`config.mk`:
```
export PLATFORM = sky130hd
export DESIGN_NAME = barcode_entry_buffer
export DESIGN_NICKNAME = d
export VERILOG_FILES = /design/src/rtl/sale_terminal_pkg.sv /design/src/rtl/barcode_product_lookup.sv /design/src/rtl/barcode_entry_buffer.sv
export SDC_FILE = /design/constraint.sdc
export NUM_CORES = 1
export LEC_CHECK = 0
export BUFFER_PORTS_ARGS = -buffer_cell sky130_fd_sc_hd__buf_2
export CORE_MARGIN = 2
export CORE_UTILIZATION = 53
export CTS_CLUSTER_DIAMETER = 30
export DETAILED_ROUTE_END_ITERATION = 8
export GPL_TIMING_DRIVEN = 0
export HOLD_SLACK_MARGIN = 0.08
export PLACE_DENSITY = 0.83
export REMOVE_ABC_BUFFERS = 1
export SYNTH_ARGS = -nofsm -noshare
export SYNTH_HDL_FRONTEND = slang
export SYNTH_SLANG_ARGS = --single-unit
```
`constraint.sdc`:
```
create_clock -name clk -period 2.5 [get_ports clk]
set_clock_uncertainty 0.1 [all_clocks]
set_input_delay 0.375 -clock clk [delete_from_list [all_inputs] [get_ports clk]]
set_output_delay 0.375 -clock clk [all_outputs]
set_load 0.1 [all_outputs]
```
`src/rtl/sale_terminal_pkg.sv`:
```
// Constants and types shared by the sale-terminal barcode entry and hover stages.
// The product barcode table must stay identical between the two stages.
package sale_terminal_pkg;

  localparam int NUM_PRODUCTS = 12;

  localparam logic [15:0] PRDCT_BARCODE [NUM_PRODUCTS] = '{
    16'h3124, 16'h4132, 16'h4133, 16'h3121, 16'h3133, 16'h3214,
    16'h2134, 16'h2144, 16'h3112, 16'h4321, 16'h1342, 16'h1213
  };

  typedef enum logic [1:0] {
    ST_ENTRY  = 2'd0,
    ST_SUBMIT = 2'd1,
    ST_ERROR  = 2'd2
  } entry_state_t;

  // Nibble 0 is the leftmost digit, bits [15:12].
  function automatic logic [15:0] set_nibble(input logic [15:0] bc,
                                             input logic [1:0]  pos,
                                             input logic [3:0]  val);
    logic [15:0] mask;
    mask = 16'hF000 >> {pos, 2'b00};
    return (bc & ~mask) | ({val, 12'h000} >> {pos, 2'b00});
  endfunction

endpackage

```
`src/rtl/barcode_product_lookup.sv`:
```
// Combinational full-width match of an entered barcode against the product table.
// The lowest matching index wins.
module barcode_product_lookup
  import sale_terminal_pkg::*;
(
  input  logic [15:0] i_barcode,
  output logic        o_hit,
  output logic [3:0]  o_idx
);

  always_comb begin
    o_hit = 1'b0;
    o_idx = 4'd0;
    for (int i = NUM_PRODUCTS - 1; i >= 0; i--) begin
      if (i_barcode == PRDCT_BARCODE[i]) begin
        o_hit = 1'b1;
        o_idx = 4'(i);
      end
    end
  end

endmodule

```
`src/rtl/barcode_entry_buffer.sv`:
```
// Keypad entry buffer: gathers up to four BCD digits, submits on enter and
// either pulses a product select or holds a timed error lockout.
module barcode_entry_buffer
  import sale_terminal_pkg::*;
#(
  parameter int ERR_HOLD = 25_000_000
) (
  input  logic        clk,
  input  logic        rst,
  input  logic        key_valid,
  input  logic [3:0]  key_digit,
  input  logic        key_back,
  input  logic        key_clear,
  input  logic        key_enter,
  output logic [15:0] Barcode_out,
  output logic [2:0]  NumOfBarcodeDigitsEntered,
  output logic        product_valid,
  output logic [3:0]  product_idx,
  output logic        entry_reject,
  output logic        error_flag
);

  localparam int CW = $clog2(ERR_HOLD + 1);
  localparam logic [CW-1:0] LP_ERR_LOAD = CW'(ERR_HOLD - 1);

  entry_state_t  r_state;
  logic [15:0]   r_barcode;
  logic [2:0]    r_count;
  logic          r_product_valid;
  logic [3:0]    r_product_idx;
  logic          r_entry_reject;
  logic          r_error_flag;
  logic [CW-1:0] r_err_cnt;

  logic          w_hit;
  logic [3:0]    w_idx;
  logic          w_digit_ok;
  logic [1:0]    w_back_pos;

  barcode_product_lookup u_lookup (
    .i_barcode (r_barcode),
    .o_hit     (w_hit),
    .o_idx     (w_idx)
  );

  assign w_digit_ok = key_valid && (key_digit >= 4'd1) && (key_digit <= 4'd4)
                      && (r_count < 3'd4);
  assign w_back_pos = r_count[1:0] - 2'd1;

  always_ff @(posedge clk) begin
    if (rst) begin
      r_state         <= ST_ENTRY;
      r_barcode       <= 16'h0000;
      r_count         <= 3'd0;
      r_product_valid <= 1'b0;
      r_product_idx   <= 4'd0;
      r_entry_reject  <= 1'b0;
      r_error_flag    <= 1'b0;
      r_err_cnt       <= '0;
    end else begin
      r_product_valid <= 1'b0;
      r_entry_reject  <= 1'b0;
      case (r_state)
        ST_ENTRY: begin
          if (key_clear) begin
            r_barcode <= 16'h0000;
            r_count   <= 3'd0;
          end else if (key_enter) begin
            if (r_count == 3'd4) begin
              if (w_hit) begin
                r_state         <= ST_SUBMIT;
                r_product_valid <= 1'b1;
                r_product_idx   <= w_idx;
              end else begin
                r_state      <= ST_ERROR;
                r_error_flag <= 1'b1;
                r_err_cnt    <= LP_ERR_LOAD;
              end
            end else begin
              r_entry_reject <= 1'b1;
            end
          end else if (key_back) begin
            if (r_count != 3'd0) begin
              r_barcode <= set_nibble(r_barcode, w_back_pos, 4'h0);
              r_count   <= r_count - 3'd1;
            end
          end else if (w_digit_ok) begin
            r_barcode <= set_nibble(r_barcode, r_count[1:0], key_digit);
            r_count   <= r_count + 3'd1;
          end
        end
        ST_SUBMIT: begin
          r_state   <= ST_ENTRY;
          r_barcode <= 16'h0000;
          r_count   <= 3'd0;
        end
        ST_ERROR: begin
          // Buffer stays visible until the lockout ends or the buyer clears.
          if (key_clear || (r_err_cnt == '0)) begin
            r_state      <= ST_ENTRY;
            r_error_flag <= 1'b0;
            r_err_cnt    <= '0;
            r_barcode    <= 16'h0000;
            r_count      <= 3'd0;
          end else begin
            r_err_cnt <= r_err_cnt - 1'b1;
          end
        end
        default: r_state <= ST_ENTRY;
      endcase
    end
  end

  assign Barcode_out               = r_barcode;
  assign NumOfBarcodeDigitsEntered = r_count;
  assign product_valid             = r_product_valid;
  assign product_idx               = r_product_idx;
  assign entry_reject              = r_entry_reject;
  assign error_flag                = r_error_flag;

endmodule

```
==> impl_metrics.yaml, run 1 <==
cts:
  clock_path_buffers: 2
  cts_root_buffer: "clkbuf_8"
  clk_pin_slew_ns: 0.10
  cts_tree: "built"
  cts_buffers: 5
  clk_latency_ns: 0.31
  clock_sinks: 53
  h-tree-depth: 2
timing:
  period_share: 0.993
  max-slew-margin-rel: 0.385
  max_freq_mhz: 403
  fin_crit_ns: 2.48
  rsz0062_at_grt: "true"
  setup_viol_count_final: 0
  worst_pin_slew_ns: 0.922
  finalMaxSlewViolations: 0
  hold_viol_final: 0
synth:
  yosysTopAreaCell: "dfxtp_1"
  yosys.area.top_type_share: 0.310
  synth-edff-count: 0
  async_reset_ff_frac: 0
  synth.distinct_cells: 62
  synth_seq_cells: 53
  ys_warn_count: 0
  yosys-top-cells-area: "dfxtp_1 31%, a21oi_1 10%, nor2_1 6.3%"
  synth_area_um2: 3420
  yosysSeqAreaShare: 0.310
  avgSynthCellArea_um2: 7.55
  syn_inst: 453
  synth-main-ff-cell: "dfxtp_1"
grt:
  grt_pass1_vias: 3373
  grt_max_degree: 47
  grt_pass1_wl_um: 15600
  grt_overflow_total: 0
  antenna_found_initial: 0
  grt_usage: 0.261
worst_setup_path:
  end_kind: "register"
  cpMostUsedCell: "or4_4"
  crit_fanout: 8
  crit_buf_inv: 0
  regToRegSetupSlack_ns: 0.02
  cp.arrival_ns: 2.63
  cp_top_family: "simple AND/OR/NAND/NOR gates"
  cp.required_ns: 2.64
  slowest_stage: "or4_4"
  worstSetupPathType: "register to register"
  reg2reg_from: "r_err_cnt[5]$_SDFFE_PP0P_"
  rr_worst_depth: 6
  cp_cell_sequence: "or4_4 > or4_4 > or4_4 > o21ai_2 > nand2_1 > a21oi_2"
  r2r-end: "r_err_cnt[18]$_SDFFE_PP0P_"
  startpoint_type: "register"
  worst_path_largest_cell_delay_ns: 0.60
finish:
  drive_gt1_frac: 0.287
  diodes: 0
  fin_util: 0.660
  fin_area_um2: 4150
  layout.nets: 502
  area_growth_pct: 21.2
floorplanning:
  num_rows: 29
  die_y_um: 84.3
  die-area_um2: 7110
  start_util: 0.545
  io_pins: 36
  fp.dieW_um: 84.3
  core_um2: 6280
detailed_routing:
  wl_um: 9900
  route.detailed.drc: 0
  dr.pass1.iters: 5
  via_per_inst: 6.66
  num_vias: 3754
  antenna_left: 0
  drtIter0Drc: 358
  wire_per_inst_um: 17.5
power:
  power_w: 0.00366
  ir_worst_vdd_mv: 0.678
  powerDensity_nw_per_um2: 884
  clkPwrFrac: 0.136
  p_int_w: 0.00191
  p_leak_nw: 1.46
  p_sw_w: 0.00176
  swShare: 0.479
  seqPwrFrac: 0.291
  pwr-share-comb: 0.573
placed_design:
  dpl.hpwl_um: 5760
  io_buffers: 35
  dpl_cell_area_um2: 3520
  gp_congestion: 0.869
hold_path:
  whs_endpoint: "entry_reject$_SDFF_PP0_"
  hold_path_depth: 3
  hp-class: "primary input to register"
  holdCritStartpoint: "key_enter"
run:
  max-cap-violations: 0
status:
  status: "complete, no violations"
worst register-to-register path, stage by stage, from the launching register on:
cell     delay [ns]
dfxtp_2        0.36
or4_4          0.59
or4_4          0.60
or4_4          0.43
o21ai_2        0.12
nand2_1        0.07
a21oi_2        0.14
synth_stat cells, types with 9 or more instances:
cell	number
nor3_1	27
dfxtp_1	53
nand2_1	37
inv_1	9
o31ai_1	12
a21oi_1	69
nand4_1	10
nor4b_1	11
a22oi_1	9
nor2_1	57
o21ai_0	24
o221ai_1	9
clkbuf_1	14
or3_1	9
routing by layer:
metal	vias to the layer above	routed length, µm	track usage	share of wire
met2	188	4770	0.465	0.48
met3	26	796	0.0403	0.080
li1	1768	-	-	-
met5	-	0	0	0
met1	1772	4090	0.324	0.41
met4	0	241	0.0792	0.024
power by group through the flow:
stage,Sequential [W],Clock (W),Combinational [W]
after detailed placement,0.00106,0,0.00161
final,0.00107,0.000499,0.00210
after global placement,0.00106,0,0.00152
after CTS,0.00105,0.000513,0.00185
after floorplan,0.00122,0,0.00105
after global routing,0.00108,0.000539,0.00227
final cells by class:
cell class	count	area, µm²
inverter	9	33.8
tap	77	96.3
fill	527	2130
timing repair buffer	56	365
clock buffer	7	86.3
sequential	53	1090
multi-input combinational	362	2470
stage by stage:
stage / worst slack (ns) / setup TNS (ns) / cells / hold WS, ns
floorplan: -0.832 / -29.63 / 421 / 0.337
global placement: -1.38 / -32.65 / 533 / 0.361
detailed placement: -0.512 / -14.18 / 534 / 0.366
CTS: -0.0874 / -0.709 / 552 / 0.206
global route: -0.108 / -0.218 / 564 / 0.234
finish: 0.0168 / 0 / 564 / 0.242
state kept, by name, indices dropped and copies added (netlist names):
name	count
NumOfBarcodeDigitsEntered	3
product_idx	4
r_err_cnt	25
error_flag	1
r_state	2
entry_reject	1
product_valid	1
Barcode_out	16
worst max path at each step:
stage	start	endpoint	slack, ns	cells after the start
after detailed placement	NumOfBarcodeDigitsEntered[0]$_SDFFE_PP0P_	r_err_cnt[6]$_SDFFE_PP0P_	-0.51	6
after floorplan	NumOfBarcodeDigitsEntered[0]$_SDFFE_PP0P_	NumOfBarcodeDigitsEntered[2]$_SDFFE_PP0P_	-0.83	6
final	r_err_cnt[5]$_SDFFE_PP0P_	r_err_cnt[18]$_SDFFE_PP0P_	0.02	6
after CTS	Barcode_out[13]$_SDFFE_PP0P_	r_err_cnt[10]$_SDFFE_PP0P_	-0.09	7
after global placement	r_err_cnt[0]$_SDFFE_PP0P_	Barcode_out[9]$_SDFFE_PP0P_	-1.38	8
after global routing	Barcode_out[15]$_SDFFE_PP0P_	r_err_cnt[6]$_SDFFE_PP0P_	-0.11	7
cell usage in the layout (no fill, tap or decap), types with 6 or more instances in the layout:
master / n
dfxtp_1: 35
o31ai_1: 12
nor4b_2: 7
buf_4: 18
dfxtp_2: 15
clkbuf_8: 6
nand3_1: 6
nand2_1: 37
nand4_1: 10
buf_2: 35
a22oi_1: 9
inv_1: 7
o221ai_1: 8
o21ai_0: 24
a21oi_1: 69
nor2_1: 53
or3_1: 9
nor3_1: 24
repair_timing:
item,4_1_cts,5_1_grt
pin swaps,3,9
gates resized for setup,32,45
cloned,2,1
setup endpoints to repair,49,45
setup buffers,9,11
hold buffers,0,0
cell families after synthesis:
kind of cell | Yosys count | share of synthesized area
simple gates | 200 | 0.315
fa+ha+maj | 5 | 0.0205
compound gates | 149 | 0.273
xor+xnor | 2 | 0.00512
mux | 3 | 0.00878
flops | 53 | 0.310
buf+inv | 41 | 0.0670
No activity file was read; power rests on OpenSTA's default activity.
==> inputs of run 2 (changes only) <==
- CORE_UTILIZATION: 53 -> 55
- CTS_BUF_LIST: default -> sky130_fd_sc_hd__clkbuf_8
- PLACE_DENSITY: 0.83 -> 0.85
- REMOVE_ABC_BUFFERS: 1 -> default
==> run 2 against run 1 <==
The run now ends with negative setup slack left; sequential cell count is the same; cell count grew 2.5%; non-clock buffer count grew 18; sequential power shrank 4%; total power grew 1.3%; die area shrank 3.5%; count of clock-buffer cells in the layout shrank 2.
==> impl_metrics.yaml, run 2 (synthesis results as in run 1) <==
worst_setup_path:
  crit_buf_inv: 0
  slowest_stage: "or4_4"
  worst_path_largest_cell_delay_ns: 0.58
  startpoint_type: "register"
  cp_cell_sequence: "or4_4 > nor2_2 > a41oi_2 > a22o_1 > or3_1 > a21oi_1"
  cp.arrival_ns: 2.64
  crit_fanout: 7
  cp_top_family: "simple AND/OR/NAND/NOR gates"
  end_kind: "register"
  cp.required_ns: 2.63
  worstSetupPathType: "register to register"
detailed_routing:
  route.detailed.drc: 0
  wire_per_inst_um: 17.6
  antenna_left: 0
  num_vias: 3864
  dr.pass1.iters: 6
  via_per_inst: 6.69
  wl_um: 10200
  drtIter0Drc: 363
placed_design:
  dpl_cell_area_um2: 3750
  dpl.hpwl_um: 6630
  gp_congestion: 0.986
  io_buffers: 34
  dp_slack_ns: -0.184
status:
  violations: "negative setup slack"
  status: "finished with violations"
floorplanning:
  fp.dieW_um: 82.9
  die_y_um: 82.9
  core_um2: 5960
  start_util: 0.574
  num_rows: 28
  die-area_um2: 6860
  io_pins: 36
finish:
  area_growth_pct: 23.9
  final_cell_mix: "69 x a21oi_1, 53 x nor2_1, 38 x buf_2, 37 x nand2_1, 28 x dfxtp_1"
  diodes: 0
  largest_reg_flops: 25
  top_register: "r_err_cnt"
  fin_area_um2: 4240
  fin_util: 0.712
  n_fill_cell: 459
  layout.nets: 517
  layout_commonest_cell: "a21oi_1"
  drive_gt1_frac: 0.300
timing:
  setup_slack_ns: -0.00395
  max-slew-margin-rel: 0.573
  period_share: 1.00
  hold_viol_final: 0
  max_freq_mhz: 399
  worst_pin_slew_ns: 0.641
  finalMaxSlewViolations: 0
  fin_crit_ns: 2.50
  rsz0062_at_grt: "true"
  setup_viol_count_final: 1
  tns_ns: -0.00395
cts:
  cts_buffers: 5
  cts_tree: "built"
  ctsHoldBuffers: 0
  cts_root_buffer: "clkbuf_8"
  clk_pin_slew_ns: 0.10
  clock_sinks: 53
  h-tree-depth: 2
  clk_latency_ns: 0.31
  clock_path_buffers: 2
grt:
  grt_overflow_total: 0
  grt_pass1_wl_um: 16300
  grt_usage: 0.279
  grt_pass1_vias: 3524
  antenna_found_initial: 0
  grt_max_degree: 17
power:
  powerDensity_nw_per_um2: 876
  p_leak_nw: 1.50
  ir_worst_vdd_mv: 0.740
run:
  max-cap-violations: 0
hold_path:
  hp-class: "primary input to register"
synth:
  syn_nets: 468
-- run 2: routing by layer --
metal  vias to the layer above  GRT usage  wire length (µm)
li1                       1788          -                 -
met1                      1820      0.384              4190
met2                       222      0.435              4740
met3                        34     0.0557               986
met4                         0      0.101               244
met5                         -          0                 0
-- run 2: through the flow --
| step | hold WS, ns | instances | total power (W) |
|---|---|---|---|
| finish | 0.223 | 578 | 0.00371 |
| CTS | 0.204 | 574 | 0.00346 |
| floorplan | 0.345 | 453 | 0.00240 |
| global placement | 0.363 | 562 | 0.00274 |
| global route | 0.228 | 578 | 0.00391 |
| detailed placement | 0.376 | 562 | 0.00278 |
-- run 2: what timing repair did --
item                                   in CTS  in global routing
pin swaps                                   7                 18
setup buffers                               7                  8
setup endpoints to repair                  48                 50
resized for setup                          23                 38
endpoints found under the hold margin       0                  0
-- run 2: worst paths after layout --
check / endpoint / startpoint / slack (ns) / depth (start not counted)
setup / recovery: r_state[1]$_SDFFE_PP0P_ / r_err_cnt[16]$_SDFFE_PP0P_ / -0.004 / 6
setup reg to reg: r_state[1]$_SDFFE_PP0P_ / r_err_cnt[16]$_SDFFE_PP0P_ / -0.004 / 6
hold / removal: r_err_cnt[1]$_SDFFE_PP0P_ / rst / 0.22 / 2
hold reg to reg: r_err_cnt[22]$_SDFFE_PP0P_ / r_err_cnt[22]$_SDFFE_PP0P_ / 0.39 / 2
-- run 2: layout make-up --
cell class                 instances  area, µm²  area share
tap                               75       93.8      0.0221
clock inverter                     3       41.3     0.00974
timing repair buffer              49        295      0.0697
buffer                            25        169      0.0399
clock buffer                       5       68.8      0.0162
sequential                        53       1120       0.265
inverter                           9       33.8     0.00797
multi-input combinational        359       2410       0.569
-- run 2: report_power, final --
part,internal (W),switching (W)
combinational,0.000738,0.00134
clock,0.000296,0.000301
sequential,0.000921,0.000110
total,0.00196,0.00176
-- run 2: worst reg2reg max path, cell delays in order, from the launching register on --
cell and delay, ns:
dfxtp_1 0.38, or4_4 0.58, nor2_2 0.18, a41oi_2 0.27, a22o_1 0.42, or3_1 0.35
a21oi_1 0.15
==> inputs of run 3 (changes only) <==
- CTS_BUF_LIST: sky130_fd_sc_hd__clkbuf_8 -> sky130_fd_sc_hd__clkbuf_2 sky130_fd_sc_hd__clkbuf_4 sky130_fd_sc_hd__clkbuf_8
- GPL_TIMING_DRIVEN: 0 -> default
==> run 3 against run 2 <==
The flow now finishes without violations; register-to-register slack better by 0.07 ns; via count is 1.9% lower; design area decreased by 4.6%; sequential cell count unchanged; routed wire length shrank 6.8%; first-iteration DRC count rose by 16%; die area did not move; sequential share of layout area rose by 1.1 points; clock power shrank 7.5%; count of clock-buffer cells in the layout is 2 higher; non-clock buffer count down 5; largest power group unchanged; highest routed layer unchanged.
==> impl_metrics.yaml, run 3 (synthesis results as in run 1) <==
grt:
  grt_overflow_total: 0
  grt_pass1_vias: 3334
  antenna_found_initial: 0
  grt_usage: 0.262
  grt_pass1_wl_um: 15400
  grt_max_degree: 33
detailed_routing:
  route.met3.wl_um: 878
  wl_met2_um: 4360
  wire_per_inst_um: 16.5
  wl_met1_um: 4040
  wl_um: 9460
  num_vias: 3789
  via_per_inst: 6.60
  drtIter0Drc: 421
  antenna_left: 0
  route.detailed.drc: 0
  top_layer_used: "met4"
  dr.pass1.iters: 5
power:
  power_w: 0.00351
  ir_worst_vdd_mv: 0.713
  powerDensity_nw_per_um2: 869
  p_leak_nw: 1.49
cts:
  ctsHoldBuffers: 0
  cts_root_buffer: "clkbuf_8"
  clock_path_buffers: 2
  cts_tree: "built"
  clk_latency_ns: 0.32
  clk_pin_slew_ns: 0.10
  clock_sinks: 53
  h-tree-depth: 2
  cts_buffers: 5
worst_setup_path:
  worst_path_largest_cell_delay_ns: 0.48
  cp.arrival_ns: 2.60
  startpoint_type: "register"
  cpMostUsedCell: "or4_4"
  end_kind: "register"
  cp.required_ns: 2.66
  worstSetupPathType: "register to register"
  slowest_stage: "or4b_4"
  crit_fanout: 5
  cp_cell_sequence: "inv_2 > ha_1 > or4b_4 > or4_4 > or4_4 > o21ai_1 > nand2_1 > a21oi_2"
timing:
  finalMaxSlewViolations: 0
  worst_pin_slew_ns: 0.586
  hold_viol_final: 0
  period_share: 0.975
  fin_crit_ns: 2.44
  max_freq_mhz: 410
  max-slew-margin-rel: 0.606
  setup_viol_count_final: 0
finish:
  area_growth_pct: 18.3
  drive_gt1_frac: 0.275
  largest_reg_flops: 25
  layout_commonest_cell: "a21oi_1"
  n_fill_cell: 505
  layout.nets: 513
  diodes: 0
  fin_area_um2: 4040
  final_cell_mix: "69 x a21oi_1, 54 x nor2_1, 37 x nand2_1, 35 x buf_2, 33 x dfxtp_1"
  top_register: "r_err_cnt"
status:
  status: "complete, no violations"
placed_design:
  gp_congestion: 0.851
  dpl.hpwl_um: 6390
  dpl_cell_area_um2: 3790
  io_buffers: 35
floorplanning:
  die_y_um: 82.9
  die-area_um2: 6860
  fp.dieW_um: 82.9
  core_um2: 5960
  io_pins: 36
  start_util: 0.574
  num_rows: 28
synth:
  syn_nets: 468
hold_path:
  hp-class: "primary input to register"
run:
  max-cap-violations: 0
[run 3: cell count changes in the layout (fill, tap and decap cells not counted), moves of 3 or more]
cell,change
buf_2,-3
nor4b_1,+4
buf_4,+17
clkbuf_1,-9
nor3_1,+3
nor3_2,-3
buf_6,-3
dfxtp_1,+5
nor4b_4,-4
dfxtp_2,-5
[run 3: metal layers]
metal,GRT usage,vias to the layer above
met5,0,-
met4,0.0730,0
met3,0.0378,29
met2,0.419,223
met1,0.369,1747
li1,-,1790
[run 3: through the flow]
stage               worst slack (ns)  utilization  hold WS (ns)  std cells  TNS [ns]
finish                        0.0620        0.679         0.231        574         0
global route                 -0.0212        0.679         0.243        574   -0.0233
CTS                           0.0120        0.657         0.232        569         0
floorplan                     0.0183            -         0.345        453         0
global placement               0.101        0.637         0.359        559         0
detailed placement            0.0290        0.637         0.372        559         0
[run 3: final cells by class]
class | count | area [µm²] | share of cell area
Clock buffer | 7 | 96.3 | 0.0238
Clock inverter | 1 | 8.76 | 0.00217
Inverter | 9 | 33.8 | 0.00835
Multi-Input combinational cell | 360 | 2250 | 0.555
Sequential cell | 53 | 1120 | 0.277
Tap cell | 75 | 93.8 | 0.0232
Timing Repair Buffer | 69 | 447 | 0.110
[run 3: repair_timing]
action / CTS / global route
setup endpoints to repair: 1 / 38
cloned: 0 / 1
pin swaps: 1 / 6
buffers inserted: 2 / 4
resized for setup: 0 / 23
[run 3: final timing paths]
path                           endpoint  slack (ns)  cells past startpoint                      start
max          r_err_cnt[18]$_SDFFE_PP0P_        0.06                      8  r_err_cnt[0]$_SDFFE_PP0P_
min             entry_reject$_SDFF_PP0_        0.23                      3                  key_enter
max reg2reg  r_err_cnt[18]$_SDFFE_PP0P_        0.06                      8  r_err_cnt[0]$_SDFFE_PP0P_
min reg2reg     r_state[1]$_SDFFE_PP0P_        0.39                      2    r_state[1]$_SDFFE_PP0P_
[run 3: power breakdown]
part           internal (W)  total, W  switching, W
clock network      0.000256  0.000552      0.000296
logic              0.000689   0.00194       0.00126
registers          0.000919   0.00102     0.0000991
[run 3: worst max-delay path, delay by kind of cell (launching register included)]
| kind | cells | cell delay [ns] |
|---|---|---|
| AND/OR/NAND/NOR | 4 | 1.44 |
| flip-flops | 1 | 0.35 |
| AO/OA/AOI/OAI | 2 | 0.26 |
| adder cells (fa/ha/maj) | 1 | 0.16 |
| buffers and inverters | 1 | 0.07 |
